[config.mk]
export PLATFORM = sky130hd
export DESIGN_NAME = rl_ring_tap_flat
export DESIGN_NICKNAME = d
export VERILOG_FILES = /design/src/rtl/rl_ring_tap.sv /design/src/rtl/rl_ring_tap_if.sv /design/src/flat_wrapper.sv
export SDC_FILE = /design/constraint.sdc
export NUM_CORES = 1
export LEC_CHECK = 0
export ABC_AREA = 1
export BUFFER_PORTS_ARGS = -buffer_cell sky130_fd_sc_hd__buf_4
export CORE_MARGIN = 5
export CORE_UTILIZATION = 45
export DETAILED_ROUTE_END_ITERATION = 6
export GPL_TIMING_DRIVEN = 0
export SYNTH_ARGS = -nofsm -noshare
export SYNTH_HDL_FRONTEND = slang
export SYNTH_SLANG_ARGS = --single-unit
export TNS_END_PERCENT = 20
[constraint.sdc]
create_clock -name clk -period 4.8 [get_ports clk]
set_input_delay 0.72 -clock clk [delete_from_list [all_inputs] [get_ports clk]]
set_output_delay 0.72 -clock clk [all_outputs]
set_load 0.03 [all_outputs]
[src/rtl/rl_ring_tap.sv]
// rl_ring_tap: takes particle beats off the RL input ring, assigns sequential
// particle-memory addresses from 0, buffers them in a small FIFO and presents
// them to rl_lr_bridge. plast marks the beat on which the last of TOTCELLS
// cells reported end-of-cell.
// Optional build macro RL_RING_TAP_CELLCHK_EN: tracks which cells have already
// reported rcell_last, ignores repeats for the cell count and flags them on
// the sticky dupcell output.

package md_lr_pkg;
  localparam int unsigned MAXNUMP = 16;
  localparam int unsigned PDATAW  = 16;
  localparam int unsigned PADDRW  = $clog2(MAXNUMP);
endpackage

module rl_ring_tap
  import md_lr_pkg::*;
#(
  parameter int unsigned TOTCELLS  = 32'd64,
  parameter int unsigned FIFODEPTH = 4
) (
  input  logic            clk,
  input  logic            rst,
  input  logic            start,
  rl_ring_tap_if.master   bus,
  output logic            busy,
  output logic            done,
  output logic            ovf,
  output logic [PADDRW:0] nump
`ifdef RL_RING_TAP_CELLCHK_EN
  ,
  output logic            dupcell
`endif
);

  localparam int unsigned CELLW = $clog2(TOTCELLS);
  localparam int unsigned AW    = $clog2(FIFODEPTH);

  localparam logic [CELLW:0]  CELLS_M1  = (CELLW+1)'(TOTCELLS - 1);
  localparam logic [PADDRW:0] ADDR_MAX  = (PADDRW+1)'(MAXNUMP);
  localparam logic [AW:0]     FIFO_FULL = (AW+1)'(FIFODEPTH);

  typedef enum logic [1:0] {
    S_IDLE,
    S_STREAM,
    S_DRAIN
  } state_t;

  typedef struct packed {
    logic [PADDRW-1:0] paddr;
    logic              pwe;
    logic [PDATAW-1:0] pwdata;
    logic              plast;
  } beat_t;

  // control state
  state_t          state_q, state_d;
  logic [PADDRW:0] addr_q,  addr_d;
  logic [CELLW:0]  cells_q, cells_d;
  logic            ovf_q,   ovf_d;
  logic            done_q,  done_d;
`ifdef RL_RING_TAP_CELLCHK_EN
  logic [TOTCELLS-1:0] seen_q, seen_d;
  logic                dup_q,  dup_d;
`endif

  // output FIFO
  beat_t           mem_q [FIFODEPTH];
  beat_t           mem_d [FIFODEPTH];
  logic [AW-1:0]   wptr_q, wptr_d;
  logic [AW-1:0]   rptr_q, rptr_d;
  logic [AW:0]     cnt_q,  cnt_d;

  // datapath helpers
  logic  fifo_full;
  logic  fifo_empty;
  logic  rready;
  logic  acc;
  logic  pop;
  logic  push;
  logic  is_part;
  logic  drop;
  logic  wr;
  logic  cell_inc;
  logic  final_beat;
  beat_t head;
  beat_t new_beat;

`ifndef RL_RING_TAP_CELLCHK_EN
  // without the bitvector the cell id carries no information for the tap
  logic unused_rcell;
  assign unused_rcell = ^bus.rcell;
`endif

  // next-state, accept/push/pop decisions and FIFO bookkeeping
  always_comb begin
    state_d  = state_q;
    addr_d   = addr_q;
    cells_d  = cells_q;
    ovf_d    = ovf_q;
    done_d   = 1'b0;
`ifdef RL_RING_TAP_CELLCHK_EN
    seen_d   = seen_q;
    dup_d    = dup_q;
`endif
    mem_d    = mem_q;
    wptr_d   = wptr_q;
    rptr_d   = rptr_q;
    cnt_d    = cnt_q;

    fifo_full  = (cnt_q == FIFO_FULL);
    fifo_empty = (cnt_q == '0);
    rready     = (state_q == S_STREAM) && !fifo_full;
    acc        = bus.rvalid && rready;
    head       = mem_q[rptr_q];
    pop        = !fifo_empty && bus.pready;

    is_part  = !bus.rnull;
    drop     = is_part && (addr_q == ADDR_MAX);
    wr       = is_part && !drop;
`ifdef RL_RING_TAP_CELLCHK_EN
    cell_inc = bus.rcell_last && !seen_q[bus.rcell];
`else
    cell_inc = bus.rcell_last;
`endif
    final_beat = acc && cell_inc && (cells_q == CELLS_M1);
    push       = acc && (wr || final_beat);

    // null and dropped final beats still need a plast carrier: a pwe=0 marker
    new_beat.paddr  = addr_q[PADDRW-1:0];
    new_beat.pwe    = wr;
    new_beat.pwdata = wr ? bus.rdata : '0;
    new_beat.plast  = final_beat;

    unique case (state_q)
      S_IDLE: begin
        if (start) begin
          state_d = S_STREAM;
          addr_d  = '0;
          cells_d = '0;
          ovf_d   = 1'b0;
`ifdef RL_RING_TAP_CELLCHK_EN
          seen_d  = '0;
          dup_d   = 1'b0;
`endif
        end
      end
      S_STREAM: begin
        if (acc) begin
          if (wr)       addr_d  = addr_q + 1'b1;
          if (drop)     ovf_d   = 1'b1;
          if (cell_inc) cells_d = cells_q + 1'b1;
`ifdef RL_RING_TAP_CELLCHK_EN
          if (bus.rcell_last) begin
            if (seen_q[bus.rcell]) dup_d = 1'b1;
            seen_d[bus.rcell] = 1'b1;
          end
`endif
          if (final_beat) state_d = S_DRAIN;
        end
      end
      S_DRAIN: begin
        if (pop && head.plast) begin
          done_d  = 1'b1;
          state_d = S_IDLE;
        end
      end
      default: state_d = S_IDLE;
    endcase

    if (push) begin
      mem_d[wptr_q] = new_beat;
      wptr_d        = wptr_q + 1'b1;
    end
    if (pop) rptr_d = rptr_q + 1'b1;

    unique case ({push, pop})
      2'b10:   cnt_d = cnt_q + 1'b1;
      2'b01:   cnt_d = cnt_q - 1'b1;
      default: cnt_d = cnt_q;
    endcase
  end

  // state registers; FIFO storage needs no reset since pointers gate it
  always_ff @(posedge clk) begin
    if (rst) begin
      state_q <= S_IDLE;
      addr_q  <= '0;
      cells_q <= '0;
      ovf_q   <= 1'b0;
      done_q  <= 1'b0;
`ifdef RL_RING_TAP_CELLCHK_EN
      seen_q  <= '0;
      dup_q   <= 1'b0;
`endif
      wptr_q  <= '0;
      rptr_q  <= '0;
      cnt_q   <= '0;
    end else begin
      state_q <= state_d;
      addr_q  <= addr_d;
      cells_q <= cells_d;
      ovf_q   <= ovf_d;
      done_q  <= done_d;
`ifdef RL_RING_TAP_CELLCHK_EN
      seen_q  <= seen_d;
      dup_q   <= dup_d;
`endif
      wptr_q  <= wptr_d;
      rptr_q  <= rptr_d;
      cnt_q   <= cnt_d;
    end
    mem_q <= mem_d;
  end

  // bus outputs; head fields forced to zero while the FIFO is empty
  always_comb begin
    bus.rready = rready;
    bus.pvalid = !fifo_empty;
    bus.paddr  = fifo_empty ? '0 : head.paddr;
    bus.pwe    = !fifo_empty && head.pwe;
    bus.pwdata = fifo_empty ? '0 : head.pwdata;
    bus.plast  = !fifo_empty && head.plast;
    busy       = (state_q != S_IDLE);
    done       = done_q;
    ovf        = ovf_q;
    nump       = addr_q;
`ifdef RL_RING_TAP_CELLCHK_EN
    dupcell    = dup_q;
`endif
  end

endmodule
[src/rtl/rl_ring_tap_if.sv]
// rl_ring_tap_if: ring-side and bridge-side beat buses of rl_ring_tap.
// master: the tap itself (accepts ring beats, sources particle beats).
// slave : the surrounding fabric (ring producer and rl_lr_bridge).
interface rl_ring_tap_if #(
  parameter int unsigned CELLW  = 6,
  parameter int unsigned PADDRW = 4,
  parameter int unsigned PDATAW = 16
) ();
  // ring input side
  logic              rvalid;
  logic              rready;
  logic [CELLW-1:0]  rcell;
  logic              rnull;
  logic              rcell_last;
  logic [PDATAW-1:0] rdata;
  // bridge output side
  logic              pvalid;
  logic              pready;
  logic [PADDRW-1:0] paddr;
  logic              pwe;
  logic [PDATAW-1:0] pwdata;
  logic              plast;

  modport master (
    input  rvalid, rcell, rnull, rcell_last, rdata, pready,
    output rready, pvalid, paddr, pwe, pwdata, plast
  );

  modport slave (
    output rvalid, rcell, rnull, rcell_last, rdata, pready,
    input  rready, pvalid, paddr, pwe, pwdata, plast
  );
endinterface

[src/flat_wrapper.sv]
// flat-port wrapper written by rule: the top's interface ports become plain ports
module rl_ring_tap_flat import md_lr_pkg::*;
#(
  parameter int unsigned TOTCELLS  = 32'd64,
  parameter int unsigned FIFODEPTH = 4
)
  (clk, rst, start, busy, done, ovf, nump, bus_rvalid, bus_rcell, bus_rnull, bus_rcell_last, bus_rdata, bus_pready, bus_rready, bus_pvalid, bus_paddr, bus_pwe, bus_pwdata, bus_plast);
  rl_ring_tap_if bus_i ();
  input  logic clk;
  input  logic rst;
  input  logic start;
  output logic busy;
  output logic done;
  output logic ovf;
  output logic [PADDRW:0] nump;
  input wire logic [$bits(bus_i.rvalid)-1:0] bus_rvalid;
  input wire logic [$bits(bus_i.rcell)-1:0] bus_rcell;
  input wire logic [$bits(bus_i.rnull)-1:0] bus_rnull;
  input wire logic [$bits(bus_i.rcell_last)-1:0] bus_rcell_last;
  input wire logic [$bits(bus_i.rdata)-1:0] bus_rdata;
  input wire logic [$bits(bus_i.pready)-1:0] bus_pready;
  output wire logic [$bits(bus_i.rready)-1:0] bus_rready;
  output wire logic [$bits(bus_i.pvalid)-1:0] bus_pvalid;
  output wire logic [$bits(bus_i.paddr)-1:0] bus_paddr;
  output wire logic [$bits(bus_i.pwe)-1:0] bus_pwe;
  output wire logic [$bits(bus_i.pwdata)-1:0] bus_pwdata;
  output wire logic [$bits(bus_i.plast)-1:0] bus_plast;
  assign bus_i.rvalid = bus_rvalid;
  assign bus_i.rcell = bus_rcell;
  assign bus_i.rnull = bus_rnull;
  assign bus_i.rcell_last = bus_rcell_last;
  assign bus_i.rdata = bus_rdata;
  assign bus_i.pready = bus_pready;
  assign bus_rready = bus_i.rready;
  assign bus_pvalid = bus_i.pvalid;
  assign bus_paddr = bus_i.paddr;
  assign bus_pwe = bus_i.pwe;
  assign bus_pwdata = bus_i.pwdata;
  assign bus_plast = bus_i.plast;
  rl_ring_tap #(.TOTCELLS(TOTCELLS), .FIFODEPTH(FIFODEPTH)) u_core (.clk(clk), .rst(rst), .start(start), .bus(bus_i), .busy(busy), .done(done), .ovf(ovf), .nump(nump));
endmodule
**Word level (Yosys, flattened, before mapping)**

Index checks and enable logic that the tools add are counted.

- Bits in registers: 111
- Input port bits: 29
- Output and inout bits: 32
- Word-level logic and storage cells: 105

- Add/sub/neg operators: 6
- Magnitude comparators: 3
- Equality and inequality tests: 14
- Multiplexer cells: 28
- Bitwise logic cells: 3
- Reduce and logical (&&, ||, !) cells: 27

Operators by type and width:

| operator | number |
|---|---|
| $bwmux W88 | 1 |
| $mux W22 | 3 |
| $bmux W22 S2 | 1 |
| $demux W22 S2 | 1 |
| $mux W16 | 2 |
| $mux W7 | 3 |
| $reduce_and A4 Y1 | 4 |
| $mux W5 | 3 |
| $pmux W7 S2 | 1 |
| $logic_and A1 B1 Y1 | 12 |
| $ne A2 B1 Y1 const B | 5 |
| $pmux W5 S2 | 1 |
| $mux W2 | 4 |
| $add A7 B1 Y7 const B | 1 |
| $eq A7 B6 Y1 const B | 1 |
| $ge A3 B3 Y1 const B | 2 |
| $not A2 Y3 | 2 |
| $pmux W2 S3 | 1 |
| $pmux W3 S2 | 1 |
| $reduce_bool A2 Y1 | 3 |
| $add A5 B1 Y5 const B | 1 |
| $eq A5 B5 Y1 const B | 1 |
| $add A2 B1 Y2 const B | 2 |
| $eq A2 B1 Y1 const B | 2 |
| other kinds (15) | 23 |

**Depth between registers and ports, before layout**

- Depth in word-level cells: 10
- Gate-level depth with buffers: 15
- Depth with buffers taken out: 15

**Worst setup path before layout**

No wires, ideal clock.

- Path kind: register to register
- Start point: reg u_core.addr_q[0], in the netlist u_core.nump[0]
- End point: reg u_core.mem_q[0] in the netlist's numbering, enable pin
- Library setup time: 401 ps
- Arrival time: 2138 ps
- Required time: 4399 ps
- Slack: 2262 ps
- Stages on the path, launching flop included: 10
- Buffers on the path: 0
- Clock period less this slack: 2538 ps
- Path through: dfxtp_1 > inv_1 > ha_1 > nand2_1 > inv_1 > nand2_4 > nand2_8 > nor2_8 > nor2_4 > nor2_1

- Word-level cells in the longest chain between the ends: 6

RTL lines:

| what | line | text |
|---|---|---|
| from (decl) | rl_ring_tap.sv:57 | `logic [PADDRW:0] addr_q, addr_d;` |
| from (signal assigned) | rl_ring_tap.sv:200 | `addr_q <= addr_d;` |
| $eq A5 B5 Y1 | rl_ring_tap.sv:118 | `drop = is_part && (addr_q == ADDR_MAX);` |
| $logic_and A1 B1 Y1 | rl_ring_tap.sv:118 |  |
| $logic_not A1 Y1 | rl_ring_tap.sv:119 | `wr = is_part && !drop;` |
| $logic_and A1 B1 Y1 | rl_ring_tap.sv:119 |  |
| $logic_or A1 B1 Y1 | rl_ring_tap.sv:126 | `push = acc && (wr \|\| final_beat);` |
| $logic_and A1 B1 Y1 | rl_ring_tap.sv:126 |  |
| to (signal assigned) | rl_ring_tap.sv:212 | `mem_q <= mem_d;` |
| to (decl) | rl_ring_tap.sv:67 | `beat_t mem_q [FIFODEPTH];` |

Every way passes these cells.
A chain may end at the register's enable or synchronous reset.

**Final worst setup path**

- Start point: reg u_core.cnt_q[0]
- End point: out bus_pwe

- Word-level cells in the longest chain between the ends: 3

RTL lines:

| what | line | text |
|---|---|---|
| from (decl) | rl_ring_tap.sv:71 | `logic [AW:0] cnt_q, cnt_d;` |
| from (signal assigned) | rl_ring_tap.sv:210 | `cnt_q <= cnt_d;` |
| $logic_not A3 Y1 | rl_ring_tap.sv:111 | `fifo_empty = (cnt_q == '0);` |
| $logic_not A1 Y1 | rl_ring_tap.sv:220 | `bus.pwe = !fifo_empty && head.pwe;` |
| $logic_and A1 B1 Y1 | rl_ring_tap.sv:220 |  |
| to (decl) | flat_wrapper.sv:25 | `output wire logic [$bits(bus_i.pwe)-1:0] bus_pwe;` |

Every way passes these cells.

==> flow_summary.html <==
<table>
<tr><th>Metric</th><th>Value</th></tr>
<tr><th colspan="2">Outcome</th></tr>
<tr><td>Result of the run</td><td>completed</td></tr>
<tr><th colspan="2">Timing</th></tr>
<tr><td>Max Clock Freq</td><td>between 300 and 400 MHz</td></tr>
<tr><td>Hold violation count in the final report</td><td>0</td></tr>
<tr><td>Unrepaired setup endpoints after global routing</td><td>false</td></tr>
<tr><td>Minimum clock period</td><td>2.70 ns</td></tr>
<tr><td>Final Cycle Share</td><td>between 50% and 60%</td></tr>
<tr><td>Sum of negative setup slack</td><td>0 ns</td></tr>
<tr><td>Clock skew after layout</td><td>0.00292 ns</td></tr>
<tr><td>Worst slew margin</td><td>39.7%</td></tr>
<tr><td>Worst-margin pin slew</td><td>~0.9 ns</td></tr>
<tr><td>Number of failing setup endpoints in the final timing report</td><td>0</td></tr>
<tr><td>Total count of max-transition violations in the final report</td><td>0</td></tr>
<tr><th colspan="2">Placement</th></tr>
<tr><td>Quantity of I/O buffers inserted on ports</td><td>53</td></tr>
<tr><td>Weighted congestion at the end of routability-driven global placement</td><td>0.766</td></tr>
<tr><td>Detailed placer's ending HPWL</td><td>7320 um</td></tr>
<tr><td>DP Area</td><td>5600 um^2</td></tr>
<tr><th colspan="2">Clocking</th></tr>
<tr><td>Clock tree from TritonCTS</td><td>done</td></tr>
<tr><td>CTS buffer count</td><td>9</td></tr>
<tr><td>H-tree lvl count</td><td>3</td></tr>
<tr><td>Clock slew seen by the registers of the worst setup and hold paths</td><td>~0.090 ns</td></tr>
<tr><td># Post-CTS Setup Buffers</td><td>0</td></tr>
<tr><td>Worst-case clock buffer depth</td><td>2</td></tr>
<tr><td>Clock tree sinks</td><td>111</td></tr>
<tr><td>Cts hold-fix bufs</td><td>0</td></tr>
<tr><td>Clock latency on the worst-skew pair</td><td>0.37 ns</td></tr>
<tr><td>Clock root buffer</td><td>sky130_fd_sc_hd__clkbuf_8</td></tr>
<tr><td>Post-cts resize count</td><td>0</td></tr>
<tr><th colspan="2">Yosys</th></tr>
<tr><td>Yosys warning count</td><td>0</td></tr>
<tr><td>Post-synth ARST share</td><td>0%</td></tr>
<tr><td>Synthesized area per cell</td><td>around 10 um^2</td></tr>
<tr><td>Gate count of the mapped netlist</td><td>487</td></tr>
<tr><td>Syn Nets</td><td>around 530</td></tr>
<tr><td>Count of distinct cell types in the synthesized netlist</td><td>32</td></tr>
<tr><td>Count of flip-flops with a built-in enable after synthesis</td><td>88</td></tr>
<tr><td>Number of register bits inferred by synthesis</td><td>111</td></tr>
<tr><td>Portion of the post-synthesis area used by sequential elements</td><td>between 60% and 70%</td></tr>
<tr><td>Most common flop cell mapped by yosys</td><td>sky130_fd_sc_hd__edfxtp_1</td></tr>
<tr><td>Cell area after synthesis</td><td>approximately 4900 um^2</td></tr>
<tr><th colspan="2">Route</th></tr>
<tr><td>Number of nets with antenna violations after detailed routing</td><td>0</td></tr>
<tr><td>Number of iterations in the first detailed-routing pass</td><td>4</td></tr>
<tr><td>DRC</td><td>0</td></tr>
<tr><td>Routed vias</td><td>3,447</td></tr>
<tr><td>Drt via density</td><td>4.93</td></tr>
<tr><td>Average wire length per cell after detail routing</td><td>about 15 um</td></tr>
<tr><td>Number of DRC violations after detailed-routing iteration 0</td><td>213</td></tr>
<tr><td>Final Routed Wirelength</td><td>around 11,000 um</td></tr>
<tr><th colspan="2">Die</th></tr>
<tr><td>Core footprint</td><td>around 11,000 um^2</td></tr>
<tr><td>Ports placed on the boundary</td><td>61</td></tr>
<tr><td>Die area</td><td>13,200 um^2</td></tr>
<tr><td>Die Ht</td><td>115 um</td></tr>
<tr><td>Initial cell density of the core</td><td>a little under half</td></tr>
<tr><td>Placement Rows</td><td>38</td></tr>
<tr><td>Die width</td><td>115 um</td></tr>
<tr><th colspan="2">GRT</th></tr>
<tr><td>Global-route wire length before repair</td><td>17,300 um</td></tr>
<tr><td>Vias in the first global route</td><td>3,403</td></tr>
<tr><td>Antenna violations before repair</td><td>0</td></tr>
<tr><td>Gr ovfl total</td><td>0</td></tr>
<tr><td>GRT Total Usage</td><td>17.0%</td></tr>
<tr><td>Maximum number of pins on one net before global-route repair</td><td>16</td></tr>
<tr><th colspan="2">Final layout</th></tr>
<tr><td>Area growth, synth to finish</td><td>16.5%</td></tr>
<tr><td>Final Cell Area</td><td>5750 um^2</td></tr>
<tr><td>Most frequent cells in the layout</td><td>sky130_fd_sc_hd__nor2_1 (113), sky130_fd_sc_hd__edfxtp_1 (88), sky130_fd_sc_hd__buf_4 (60), sky130_fd_sc_hd__inv_1 (53), sky130_fd_sc_hd__o21ai_0 (49)</td></tr>
<tr><td>Final net count</td><td>593</td></tr>
<tr><td>Utilization after layout</td><td>53.2%</td></tr>
<tr><td>Commonest non-fill, non-tap cell in the layout</td><td>sky130_fd_sc_hd__nor2_1</td></tr>
<tr><td>ANT cells</td><td>0</td></tr>
<tr><td>Fraction of layout cells with a size suffix above 1</td><td>18.8%</td></tr>
<tr><th colspan="2">Critical path</th></tr>
<tr><td>Cell-by-cell trace of the critical path</td><td>nor2_2 &gt; nand2_1 &gt; inv_1 &gt; buf_1 &gt; a21oi_1 &gt; buf_4</td></tr>
<tr><td>Critical path endpoint category</td><td>output pin</td></tr>
<tr><td>Critical Setup Path Class</td><td>reg -&gt; out</td></tr>
<tr><td>Cell type of the slowest stage on the worst timing path</td><td>sky130_fd_sc_hd__buf_1</td></tr>
<tr><td>Data required time at the worst endpoint</td><td>4.08 ns</td></tr>
<tr><td>Arrival time of data at the critical path endpoint</td><td>1.98 ns</td></tr>
<tr><td>Cells on worst reg2reg path</td><td>10</td></tr>
<tr><td>Largest stage delay on the critical path</td><td>0.48 ns</td></tr>
<tr><td>Max Fanout on Critical Path</td><td>10</td></tr>
<tr><td>Critical Path Start Type</td><td>flip-flop</td></tr>
<tr><th colspan="2">Pwr</th></tr>
<tr><td>Leakage component of the power</td><td>2.24 nW</td></tr>
<tr><td>Power density cells</td><td>331 nW/um^2</td></tr>
<tr><td>Worst vdd ir</td><td>0.142 mV</td></tr>
<tr><th colspan="2">Min path</th></tr>
<tr><td>Worst hold stages</td><td>2</td></tr>
<tr><td>Worst min-delay path class</td><td>reg -&gt; reg</td></tr>
<tr><th colspan="2">Job</th></tr>
<tr><td>Max-cap violation count</td><td>0</td></tr>
</table>
-- metal layers --
layer	wire, um	track usage, %	share of wire [%]
met5	0	0	0
met4	136	5.79	1.3
met2	5140	28.3	48
met3	541	2.43	5.1
met1	4800	22.8	45
-- synthesized netlist by cell type, types with 2 or more instances --
cell type / count / area [um^2]
sky130_fd_sc_hd__clkbuf_1: 6 / 22.5
sky130_fd_sc_hd__nand4_1: 5 / 31.3
sky130_fd_sc_hd__o21ai_0: 49 / 245
sky130_fd_sc_hd__nand3_1: 12 / 60.1
sky130_fd_sc_hd__inv_1: 53 / 199
sky130_fd_sc_hd__edfxtp_1: 88 / 2640
sky130_fd_sc_hd__buf_6: 2 / 22.5
sky130_fd_sc_hd__inv_2: 2 / 7.51
sky130_fd_sc_hd__nand2_1: 39 / 146
sky130_fd_sc_hd__buf_1: 4 / 15.0
sky130_fd_sc_hd__nor2_2: 3 / 18.8
sky130_fd_sc_hd__nor2_1: 117 / 439
sky130_fd_sc_hd__buf_4: 7 / 52.6
sky130_fd_sc_hd__nand3_2: 5 / 50.1
sky130_fd_sc_hd__nor3_1: 2 / 10.0
sky130_fd_sc_hd__buf_2: 5 / 25.0
sky130_fd_sc_hd__ha_1: 8 / 100
sky130_fd_sc_hd__nor2_4: 3 / 33.8
sky130_fd_sc_hd__dfxtp_1: 23 / 460
sky130_fd_sc_hd__a21oi_1: 42 / 210
-- logic make-up after synthesis --
family | after synthesis | share of synthesized area, %
AO/OA/AOI/OAI | 94 | 9.66
buffers and inverters | 79 | 6.97
flip-flops | 111 | 62.9
AND/OR/NAND/NOR | 193 | 17.9
XOR/XNOR | 1 | 0.178
adder cells (fa/ha/maj) | 9 | 2.43
-- layout make-up --
class / count / area, um^2
Fill cell: 971 / 5050
Sequential cell: 111 / 3100
Multi-Input combinational cell: 297 / 1500
Timing Repair Buffer: 57 / 479
Inverter: 55 / 206
Tap cell: 140 / 175
Clock buffer: 13 / 139
Buffer: 24 / 138
Clock inverter: 2 / 8.76
-- through the flow --
stage | hold slack (ns) | instances | setup slack (ns) | power (mW)
global placement | 0.447 | 680 | 1.29 | 1.44
global route | 0.501 | 699 | 1.92 | 2.00
finish | 0.469 | 699 | 2.10 | 1.90
detailed placement | 0.452 | 684 | 2.11 | 1.45
floorplan | 0.439 | 487 | 2.26 | 1.31
CTS | 0.472 | 699 | 2.09 | 1.92
-- worst paths after layout --
| kind | startpoint | to | slack [ns] |
|---|---|---|---|
| setup / recovery | u_core.cnt_q[0]$_SDFFE_PP0P_ | bus_pwe | 2.10 |
| hold / removal | u_core.ovf$_SDFFE_PP0P_ | u_core.ovf$_SDFFE_PP0P_ | 0.47 |
| setup reg to reg | u_core.nump[1]$_SDFFE_PP0P_ | u_core.mem_q[3]$_DFFE_PP_ | 2.14 |
| hold reg to reg | u_core.ovf$_SDFFE_PP0P_ | u_core.ovf$_SDFFE_PP0P_ | 0.47 |
-- critical path: cells and delay by family, from the launching register on --
| kind | cells | cell delay (ns) |
|---|---|---|
| buffers and inverters | 3 | 0.89 |
| DFF | 1 | 0.33 |
| and+or+nand+nor | 2 | 0.22 |
| AOI/OAI and AO/OA | 1 | 0.16 |
-- state kept, by name, summed over array words and instances (netlist names) --
register / count
u_core.cells_q: 7
u_core.cnt_q: 3
u_core.done: 1
u_core.mem_q: 88
u_core.nump: 5
u_core.ovf: 1
u_core.rptr_q: 2
u_core.state_q: 2
u_core.wptr_q: 2
-- power breakdown --
group	leakage (nW)	total [mW]	switching [mW]	internal [mW]
clock network	0.0749	0.477	0.292	0.185
logic	1.17	0.371	0.252	0.119
registers	0.993	1.05	0.00730	1.05
No activity file was read; power rests on OpenSTA's default activity.
